File: config.mk
export PLATFORM = sky130hd
export DESIGN_NAME = dla_mast_fsm_tiled
export DESIGN_NICKNAME = d
export VERILOG_FILES = /design/src/rtl/dla_mast_fsm_tiled.sv
export SDC_FILE = /design/constraint.sdc
export NUM_CORES = 1
export LEC_CHECK = 0
export ABC_CLOCK_PERIOD_IN_PS = 3100
export CAP_MARGIN = 5
export CORE_MARGIN = 2
export CORE_UTILIZATION = 35
export CTS_CLUSTER_SIZE = 16
export DETAILED_ROUTE_END_ITERATION = 12
export HOLD_SLACK_MARGIN = 0.1
export PLACE_DENSITY = 0.55
export REMOVE_ABC_BUFFERS = 1
export SLEW_MARGIN = 20
export SYNTH_ARGS = -nofsm -noshare
export SYNTH_HDL_FRONTEND = slang
export SYNTH_SLANG_ARGS = --single-unit
File: constraint.sdc
create_clock -name clk -period 3.1 [get_ports clk]
set_input_delay 0.62 -clock clk [delete_from_list [all_inputs] [get_ports clk]]
set_output_delay 0.62 -clock clk [all_outputs]
set_load 0.1 [all_outputs]
File: src/rtl/dla_mast_fsm_tiled.sv
// dla_mast_fsm_tiled -- master sequencer for the tiled DLA datapath.
//
// Walks one layer as R row passes; each pass is a first-load of SRAM0
// (FSLD) followed by C column tiles: LEFT, BASE x (C-2), RIGHT. The
// address generators and MAC array decode outmast_curr_state directly,
// so the state encoding below is fixed.
//
// Optional build macro: MAST_FSM_ABORT_EN adds an 'abort' input that
// returns any busy state to IDLE with cleared indices.
//
// Ports:
//   clk, reset          clock, synchronous active-high reset
//   start               begin a layer (only looked at in IDLE)
//   cfg_cols/cfg_rows   tiles per pass / passes per layer, latched on start, 0 -> 1
//   flag_fsld_end       first-load finished (only looked at in FSLD)
//   tile_done           current tile finished (only in LEFT/BASE/RIGHT)
//   abort               (MAST_FSM_ABORT_EN only) cancel the layer
//   outmast_curr_state  current state
//   col_idx, row_idx    0-based tile and pass indices
//   busy                not IDLE
//   layer_done          high for the single DONE cycle
module dla_mast_fsm_tiled #(
   parameter int COL_W      = 8,
   parameter int ROW_W      = 8,
   parameter int STATE_BITS = 3
) (
   input  logic                  clk,
   input  logic                  reset,
   input  logic                  start,
   input  logic [COL_W-1:0]      cfg_cols,
   input  logic [ROW_W-1:0]      cfg_rows,
   input  logic                  flag_fsld_end,
   input  logic                  tile_done,
`ifdef MAST_FSM_ABORT_EN
   input  logic                  abort,
`endif
   output logic [STATE_BITS-1:0] outmast_curr_state,
   output logic [COL_W-1:0]      col_idx,
   output logic [ROW_W-1:0]      row_idx,
   output logic                  busy,
   output logic                  layer_done
);

   typedef enum logic [2:0] {
      S_IDLE  = 3'd0,
      S_LEFT  = 3'd1,
      S_BASE  = 3'd2,
      S_RIGHT = 3'd3,
      S_DONE  = 3'd4,
      S_FSLD  = 3'd7
   } state_t;

   state_t           state_q, state_d;
   logic [COL_W-1:0] col_q, col_d, cols_q, cols_d;
   logic [ROW_W-1:0] row_q, row_d, rows_q, rows_d;
   logic             row_end;

   always_ff @(posedge clk) begin
      if (reset) begin
         state_q <= S_IDLE;
         col_q   <= '0;
         row_q   <= '0;
         cols_q  <= COL_W'(1);
         rows_q  <= ROW_W'(1);
      end else begin
         state_q <= state_d;
         col_q   <= col_d;
         row_q   <= row_d;
         cols_q  <= cols_d;
         rows_q  <= rows_d;
      end
   end

   always_comb begin
      state_d = state_q;
      col_d   = col_q;
      row_d   = row_q;
      cols_d  = cols_q;
      rows_d  = rows_q;
      row_end = 1'b0;

      case (state_q)
         S_IDLE: begin
            if (start) begin
               state_d = S_FSLD;
               cols_d  = (cfg_cols == '0) ? COL_W'(1) : cfg_cols;
               rows_d  = (cfg_rows == '0) ? ROW_W'(1) : cfg_rows;
               col_d   = '0;
               row_d   = '0;
            end
         end
         S_FSLD: begin
            if (flag_fsld_end) begin
               state_d = S_LEFT;
               col_d   = '0;
            end
         end
         S_LEFT: begin
            if (tile_done) begin
               if (cols_q == COL_W'(1)) begin
                  // single-tile row: LEFT is also the last tile
                  row_end = 1'b1;
               end else begin
                  col_d   = col_q + COL_W'(1);
                  state_d = (cols_q == COL_W'(2)) ? S_RIGHT : S_BASE;
               end
            end
         end
         S_BASE: begin
            if (tile_done) begin
               col_d = col_q + COL_W'(1);
               if (col_d == cols_q - COL_W'(1))
                  state_d = S_RIGHT;
            end
         end
         S_RIGHT: begin
            if (tile_done)
               row_end = 1'b1;
         end
         S_DONE:  state_d = S_IDLE;
         default: state_d = S_IDLE;  // 5/6 are unreachable encodings
      endcase

      // Last pass finishes the layer; otherwise reload SRAM for the next row.
      if (row_end) begin
         if (row_q == rows_q - ROW_W'(1)) begin
            state_d = S_DONE;
         end else begin
            row_d   = row_q + ROW_W'(1);
            col_d   = '0;
            state_d = S_FSLD;
         end
      end

`ifdef MAST_FSM_ABORT_EN
      // Abort outranks every other input but is meaningless in IDLE.
      if (abort && state_q != S_IDLE) begin
         state_d = S_IDLE;
         col_d   = '0;
         row_d   = '0;
      end
`endif
   end

   assign outmast_curr_state = STATE_BITS'(state_q);
   assign col_idx            = col_q;
   assign row_idx            = row_q;
   assign busy               = (state_q != S_IDLE);
   assign layer_done         = (state_q == S_DONE);

endmodule

==> results of run 1 <==
## path summary, 6_finish.rpt
check,cells past startpoint,endpoint
setup reg to reg,9,row_idx[7]$_SDFF_PP0_
setup / recovery,9,row_idx[7]$_SDFF_PP0_
hold / removal,2,rows_q[7]$_SDFFE_PP0P_
hold reg to reg,2,rows_q[7]$_SDFFE_PP0P_
## layout make-up
cell class | count | area (sq um)
clock inverters | 2 | 35.0
well taps | 77 | 96.3
flip-flops and latches | 35 | 701
multi-input cells | 243 | 1500
repair buffers | 46 | 395
clock buffers | 6 | 82.6
fillers | 682 | 3530
inverters | 11 | 41.3
## state kept, by name (all words and copies together) (netlist names)
register / flops
outmast_curr_state: 3
cols_q: 8
row_idx: 8
col_idx: 8
rows_q: 8
## Yosys cell counts, drive strengths merged (3+ instances only)
cell type,number
buf,5
inv,11
clkbuf,11
nand3,8
nand4,3
and3,4
nor3,10
or4,6
ha,6
or2,3
nor2b,3
nand2,44
o211ai,4
a211oi,4
nor3b,4
nor2,24
nor4,8
dfxtp,35
o21a,4
a21oi,40
xnor2,15
o21ai,10
xor2,11
o311ai,3
## critical path, delay by kind of cell, from the launching register on
kind | cells | cell delay (ps)
buffers and inverters | 1 | 90
multiplexers | 1 | 320
adder cells (fa/ha/maj) | 1 | 310
AO/OA/AOI/OAI | 4 | 940
AND/OR/NAND/NOR | 2 | 560
flip-flops | 1 | 420
## logic make-up (layout without fill, tap and decap cells)
group	after synthesis	after routing	synth area share, %
xor+xnor	26	26	9.84
mux	2	2	0.973
simple gates	125	125	27.9
flops	35	35	30.3
buf+inv	27	65	4.81
fa+ha+maj	6	6	3.24
compound gates	84	84	22.9
## layer usage
metal | track usage [%] | routed length (microns) | vias up
li1 | - | - | 1165
met1 | 23.9 | 3050 | 1039
met2 | 25.4 | 2590 | 43
met3 | 3.40 | 237 | 4
met4 | 4.91 | 57 | 0
met5 | 0 | 0 | -
## report_power, final
part	total, uW	switching, uW	internal (uW)
clock	439	178	260
combinational	1310	856	457
sequential	648	128	520
total	2400	1160	1240
## through the flow
stage | total power, uW | util (%) | setup slack, ps | hold slack [ps]
finish | 2400 | 44.7 | 354 | 491
global route | 2580 | 44.7 | 183 | 522
CTS | 2410 | 44.7 | 364 | 495
detailed placement | 1960 | 42.8 | 392 | 483
global placement | 1970 | 42.8 | 458 | 482
floorplan | 1640 | - | 225 | 442
==> out/qor.yml, run 1 <==
slew_viol_final: 0
rsz0062_at_grt: "no"
final_common_cell: "nand2_1"
die_y_microns: 85.3
maxCapViolCount: 0
grt_first_pass_wirelength_microns: 9920
synth_edf_count: 0
ctsResizeCount: 0
ys_seq_area_share_pct: 30.3
required_ps: 3280
wire_per_inst_microns: 14.1
start_kind: "register"
min_from: "rows_q[7]$_SDFFE_PP0P_"
ys_async_sr_fraction_pct: 0
grt_overflow: 0
irDropWorstVdd_mv: 0.712
yosysWarnings: 0
cts_setup_buffers: 0
grt_pass1_vias: 2053
via_per_inst: 5.36
final_cell_mix: "43 x nand2_1, 40 x a21oi_1, 35 x dfxtp_1"
synthTopCellsByArea: "dfxtp_1 30%, a21oi_1 8.7%, nand2_1 7.0%"
place.gp.congestion: 0.854
final.setup.tns_ps: 0
cpPeakStageDelay_ps: 460
dieWidth_microns: 85.3
ys_ff_latch: 35
path_max_fanout: 15
row_count: 29
num_io_pins: 42
fmax_mhz: 364
cp.arrival_ps: 2920
syn_area_sq_um: 2310
r2r_start: "rows_q[0]$_SDFFE_PP1P_"
max_slew.worst_pin.slew_ps: 559
setup_violations: 0
final_nets: 369
synthFlopType: "dfxtp_1"
hold_viol: 0
synthCells: 305
startpoint: "rows_q[0]$_SDFFE_PP1P_"
htreeDepth: 2
grtUsageTotal_pct: 16.7
cts.path.max_buffers: 2
cts_sinks: 35
synth_top_cell_by_area: "dfxtp_1"
cellLeakagePower_uw: 0.00108
postLayoutCellArea_sq_um: 2850
worstSetupPathType: "reg -> reg"
drt_iter0_markers: 84
post-route-period-util_pct: 88.6
status: "completed"
grt_max_degree: 25
initial_core_util_pct: 36.2
finalClockSkew_ps: 3.49
min_path_type: "reg -> reg"
synth_top_cell_area_share_pct: 30.3
cts_buffers: 5
area_delta_synth_final_pct: 23.3
placed_cell_area_sq_um: 2740
end_kind: "register"
drcViolationCount: 0
first_pass_iters: 4
instances_no_fill: 420
clk_pin_slew_ps: 70
hpwl_microns: 4280
cts_hold_buf: 0
power_density_nw_per_um2: 841
portBuffers: 41
grt_antenna_before_repair: 0
insertion_delay_ps: 290
die_area_sq_um: 7280
worst-r2r-setup-slack_ps: 350
routed_wl_microns: 5930
synth_cell_types: 56
relSlewSlack_pct: 62.7
cts_tree: "yes"
avgSynthCellArea_sq_um: 7.59
critical_path.cell_chain: "inv_1 > ha_1 > o21ba_1 > a221oi_1 > a41oi_1 > or4_4 > o21ai_4 > nor4_1 > mux2_1"
antenna_left: 0
dp_cells: 412
root_buffer: "clkbuf_8"
core_area_sq_um: 6390
finalCriticalPeriod_ps: 2750
slowest_stage: "or4_4"
insertedDiodeCount: 0
vias: 2251
drive_above_1_share_pct: 12.8
(Power assumes the default switching activity.)
==> run 2, diff against run 1 <==
--- a/config.mk
+++ b/config.mk
@@ -8,11 +8,11 @@
 export ABC_CLOCK_PERIOD_IN_PS = 3100
 export CAP_MARGIN = 5
 export CORE_MARGIN = 2
-export CORE_UTILIZATION = 35
+export CORE_UTILIZATION = 53
 export CTS_CLUSTER_SIZE = 16
 export DETAILED_ROUTE_END_ITERATION = 12
 export HOLD_SLACK_MARGIN = 0.1
-export PLACE_DENSITY = 0.55
+export PLACE_DENSITY = 0.79
 export REMOVE_ABC_BUFFERS = 1
 export SLEW_MARGIN = 20
 export SYNTH_ARGS = -nofsm -noshare
==> out/qor.yml, run 2 (synthesized netlist as in run 1, its figures left out) <==
final_common_cell: "nand2_1"
dieWidth_microns: 70.1  # -18%
finalCriticalPeriod_ps: 2760  # +9.53 ps
vias: 2277  # +1.2%
cts.path.max_buffers: 2  # unchanged
cpPeakStageDelay_ps: 470  # about the same
instances_no_fill: 393  # -6.4%
final.setup.tns_ps: 0  # unchanged
irDropWorstVdd_mv: 0.415  # -42%
final_nets: 367  # -0.54%
maxCapViolCount: 0  # unchanged
routed_wl_microns: 5430  # -8.5%
dp_cells: 385  # -6.6%
power_density_nw_per_um2: 817  # -2.9%
htreeDepth: 2  # unchanged
status: "completed"
antenna_left: 0  # unchanged
drive_above_1_share_pct: 12.3  # -0.51 points
grt_first_pass_wirelength_microns: 9110  # -8.1%
hold_viol: 0  # unchanged
grt_overflow: 0  # unchanged
via_per_inst: 5.79  # +8.1%
ctsResizeCount: 0  # unchanged
cp.arrival_ps: 2940  # +20 ps
post-route-period-util_pct: 88.9  # +0.31 points
place.gp.congestion: 0.866  # +1.5%
area_delta_synth_final_pct: 20.1
portBuffers: 41  # unchanged
holdWs_ps: 492  # +0.443 ps
slowest_stage: "or4_4"
fmax_mhz: 363  # -0.35%
cts_hold_buf: 0  # unchanged
worstSetupPathType: "reg -> reg"
cts_buffers: 5  # unchanged
start_kind: "register"
drt_iter0_markers: 181  # +120%
startpoint: "rows_q[0]$_SDFFE_PP1P_"
setup_violations: 0  # unchanged
cts_sinks: 35  # unchanged
min_from: "rows_q[7]$_SDFFE_PP0P_"
min_path_type: "reg -> reg"
required_ps: 3290  # about the same
cellLeakagePower_uw: 0.00105  # -2.9%
initial_core_util_pct: 54.3  # +18 points
critical_path.cell_chain: "inv_1 > ha_1 > o21ba_1 > a221oi_1 > a41oi_1 > or4_4 > o21ai_4 > nor4_1 > mux2_1"
fillers: 389  # -43%
slew_viol_final: 0  # unchanged
root_buffer: "clkbuf_8"
core_area_sq_um: 4260  # -33%
dp_worst_setup_slack_ps: 362  # -29.8 ps
placed_cell_area_sq_um: 2690  # -1.7%
num_io_pins: 42  # unchanged
finalClockSkew_ps: 9.07  # +5.58 ps
relSlewSlack_pct: 54.5  # -8.2 points
r2r_start: "rows_q[0]$_SDFFE_PP1P_"
end_kind: "register"
die_area_sq_um: 4910  # -33%
insertedDiodeCount: 0  # unchanged
clk_pin_slew_ps: 80  # about the same
max_slew.worst_pin.slew_ps: 683  # +123 ps
drcViolationCount: 0  # unchanged
insertion_delay_ps: 300  # about the same
first_pass_iters: 4  # unchanged
grtUsageTotal_pct: 22.8  # +6.1 points
row_count: 24  # -17%
setup_slack_ps: 344  # -9.53 ps
grt_antenna_before_repair: 0  # unchanged
wire_per_inst_microns: 13.8  # -2.2%
rsz0062_at_grt: "no"
path_max_fanout: 15  # unchanged
cts_setup_buffers: 0  # unchanged
hpwl_microns: 3920  # -8.5%
grt_pass1_vias: 2016  # -1.8%
final_cell_mix: "43 x nand2_1, 40 x a21oi_1, 35 x dfxtp_1"
cts_tree: "yes"
grt_max_degree: 25  # unchanged
postLayoutCellArea_sq_um: 2780  # -2.6%
die_y_microns: 70.1  # -18%
[run 2: cell types whose count changed in the layout (fill, tap and decap cells not counted)]
cell        change
clkbuf_8        -1
bufinv_16       -1
buf_4           -2
clkinvlp_4      +2
[run 2: final timing paths]
path	endpoint	slack, ps	depth (start not counted)
max reg2reg	row_idx[7]$_SDFF_PP0_	340	9
min reg2reg	rows_q[7]$_SDFFE_PP0P_	490	2
max	row_idx[7]$_SDFF_PP0_	340	9
min	rows_q[7]$_SDFFE_PP0P_	490	2
[run 2: critical path: cells and delay by family, from the launching register on]
kind	cells	cell delay [ps]
AO/OA/AOI/OAI	4	950
AND/OR/NAND/NOR	2	580
flip-flops	1	410
multiplexers	1	320
adder cells (fa/ha/maj)	1	310
buffers and inverters	1	90
[run 2: area by class of cell]
class	count	area, sq um	share of cell area (%)
multi-input combinational	243	1500	54.1
sequential	35	701	25.2
timing repair buffer	44	380	13.7
clock buffer	5	68.8	2.48
tap	52	65.1	2.34
inverter	11	41.3	1.49
clock inverter	3	20.0	0.721
[run 2: stage by stage]
stage	utilization, %	total power [uW]
2_1_floorplan	-	1640
3_3_place_gp	63.1	1910
3_5_place_dp	63.1	1930
4_1_cts	65.1	2270
5_1_grt	65.1	2420
6_report	65.1	2270
[run 2: power breakdown]
group          switching (uW)  internal, uW
Sequential                153           520
Combinational             812           442
Clock                     186           156
Total                    1150          1120
[run 2: per-layer routing]
layer | vias to the layer above | share of wire [%] | track usage, %
met5 | - | 0 | 0
met4 | 0 | 1.8 | 8.33
met3 | 8 | 5.9 | 5.19
met2 | 65 | 46 | 35.0
met1 | 1040 | 46 | 31.3
li1 | 1164 | - | -
==> run 3, diff against run 2 <==
--- a/config.mk
+++ b/config.mk
@@ -13,7 +13,7 @@
 export DETAILED_ROUTE_END_ITERATION = 12
 export HOLD_SLACK_MARGIN = 0.1
 export PLACE_DENSITY = 0.79
-export REMOVE_ABC_BUFFERS = 1
+export SKIP_CTS_REPAIR_TIMING = 1
 export SLEW_MARGIN = 20
 export SYNTH_ARGS = -nofsm -noshare
 export SYNTH_HDL_FRONTEND = slang
==> out/qor.yml, run 3 (synthesized netlist as in run 1, its figures left out) <==
grt_pass1_vias: 2104  # +4.4%
met1Wirelength_microns: 2690  # +6.6%
holdWs_ps: 480  # -11.8 ps
min_path_type: "reg -> reg"
relSlewSlack_pct: 63.9  # +9.4 points
area_delta_synth_final_pct: 21.7
cts_buffers: 5  # unchanged
path_max_fanout: 15  # unchanged
core_area_sq_um: 4260  # unchanged
topRoutingLayerUsed: "met4"
syn-num-nets: 332
slew_viol_final: 0  # unchanged
multi_input_area_sq_um: 1500  # unchanged
root_buffer: "clkbuf_8"
place.gp.congestion: 0.816  # -5.8%
cts.path.max_buffers: 2  # unchanged
routed_wl_microns: 5600  # +3.3%
grtUsageTotal_pct: 24.5  # +1.7 points
reg2reg_depth: 9  # unchanged
rsz0062_at_grt: "no"
power_density_nw_per_um2: 841  # +3.0%
regArea_sq_um: 701  # unchanged
max_slew.worst_pin.slew_ps: 540  # -142 ps
setup_violations: 0  # unchanged
startpoint: "rows_q[0]$_SDFFE_PP1P_"
drt_iter0_markers: 118  # -35%
num_io_pins: 42  # unchanged
antenna_left: 0  # unchanged
finalCriticalPeriod_ps: 2810  # +50.6 ps
end_kind: "register"
cellLeakagePower_uw: 0.00108  # +2.7%
grt_antenna_before_repair: 0  # unchanged
cp-endpoint: "row_idx[7]$_SDFF_PP0_"
hpwl_microns: 4120  # +5.0%
start_kind: "register"
row_count: 24  # unchanged
grt_max_degree: 25  # unchanged
wl_met3_microns: 315  # -1.9%
required_ps: 3280  # about the same
status: "completed"
fillers: 393  # +1.0%
insertion_delay_ps: 300  # about the same
cts_sinks: 35  # unchanged
irDropWorstVdd_mv: 0.620  # +49%
finalClockSkew_ps: 10.9  # +1.85 ps
vias: 2311  # +1.5%
placed_cell_area_sq_um: 2700  # +0.56%
initial_core_util_pct: 54.3  # unchanged
die_area_sq_um: 4910  # unchanged
via_per_inst: 5.85  # +0.98%
dieWidth_microns: 70.1  # unchanged
fmax_mhz: 356  # -1.8%
final_nets: 369  # +0.54%
htreeDepth: 2  # unchanged
insertedDiodeCount: 0  # unchanged
drcViolationCount: 0  # unchanged
wire_per_inst_microns: 14.2  # +2.7%
die_y_microns: 70.1  # unchanged
hold_viol: 0  # unchanged
r2r-end: "row_idx[7]$_SDFF_PP0_"
drive_above_1_share_pct: 12.8  # +0.51 points
grt_overflow: 0  # unchanged
worstSetupPathType: "reg -> reg"
cp.arrival_ps: 2990  # +50 ps
cts_tree: "yes"
clk_pin_slew_ps: 70  # about the same
final.setup.tns_ps: 0  # unchanged
postLayoutCellArea_sq_um: 2820  # +1.4%
portBuffers: 41  # unchanged
grt_first_pass_wirelength_microns: 9780  # +7.3%
worst-r2r-setup-slack_ps: 290  # -50 ps
design_power_total_uw: 2370  # +4.5%
r2r_start: "rows_q[0]$_SDFFE_PP1P_"
final_cell_mix: "43 x nand2_1, 40 x a21oi_1, 35 x dfxtp_1"
maxCapViolCount: 0  # unchanged
final_common_cell: "nand2_1"
post-route-period-util_pct: 90.5  # +1.6 points
wl_met2_microns: 2520  # +1.3%
first_pass_iters: 4  # unchanged
[run 3: cell type report]
type	instances	area share [%]
clock buffers	5	2.44
clock inverters	3	1.55
inverters	11	1.47
multi-input cells	243	53.3
flip-flops and latches	35	24.9
well taps	52	2.31
repair buffers	46	14.0
[run 3: metrics by stage]
stage	instances	worst slack, ps	utilization [%]
after detailed placement	387	321	63.4
final	395	294	66.1
after global placement	387	497	63.4
after global routing	395	145	66.1
after CTS	395	300	66.1
after floorplan	305	151	-
[run 3: where the power goes]
part           switching, uW  internal (uW)  leakage, uW  total, uW
clock                    176            239    0.0000581        415
combinational            852            457     0.000735       1310
sequential               126            520     0.000285        646
[run 3: metal layers]
metal,vias to the layer above,GRT usage [%]
li1,1161,-
met1,1070,32.8
met2,73,38.5
met3,7,4.91
met4,0,10.3
met5,-,0
[run 3: worst min-delay path by stage]
stage / start / to / slack (ps) / cells past startpoint
floorplan: rows_q[7]$_SDFFE_PP0P_ / rows_q[7]$_SDFFE_PP0P_ / 450 / 2
global placement: rows_q[7]$_SDFFE_PP0P_ / rows_q[7]$_SDFFE_PP0P_ / 460 / 2
detailed placement: rows_q[7]$_SDFFE_PP0P_ / rows_q[7]$_SDFFE_PP0P_ / 470 / 2
CTS: rows_q[7]$_SDFFE_PP0P_ / rows_q[7]$_SDFFE_PP0P_ / 480 / 2
global route: rows_q[7]$_SDFFE_PP0P_ / rows_q[7]$_SDFFE_PP0P_ / 510 / 2
finish: rows_q[7]$_SDFFE_PP0P_ / rows_q[7]$_SDFFE_PP0P_ / 480 / 2
[run 3: worst max-delay path: stages, from the launching register on]
cell and delay, ps:
dfxtp_1 420, inv_1 90, ha_1 320, o21ba_1 220
a221oi_1 300, a41oi_1 90, or4_4 470, o21ai_4 350
nor4_1 120, mux2_1 320
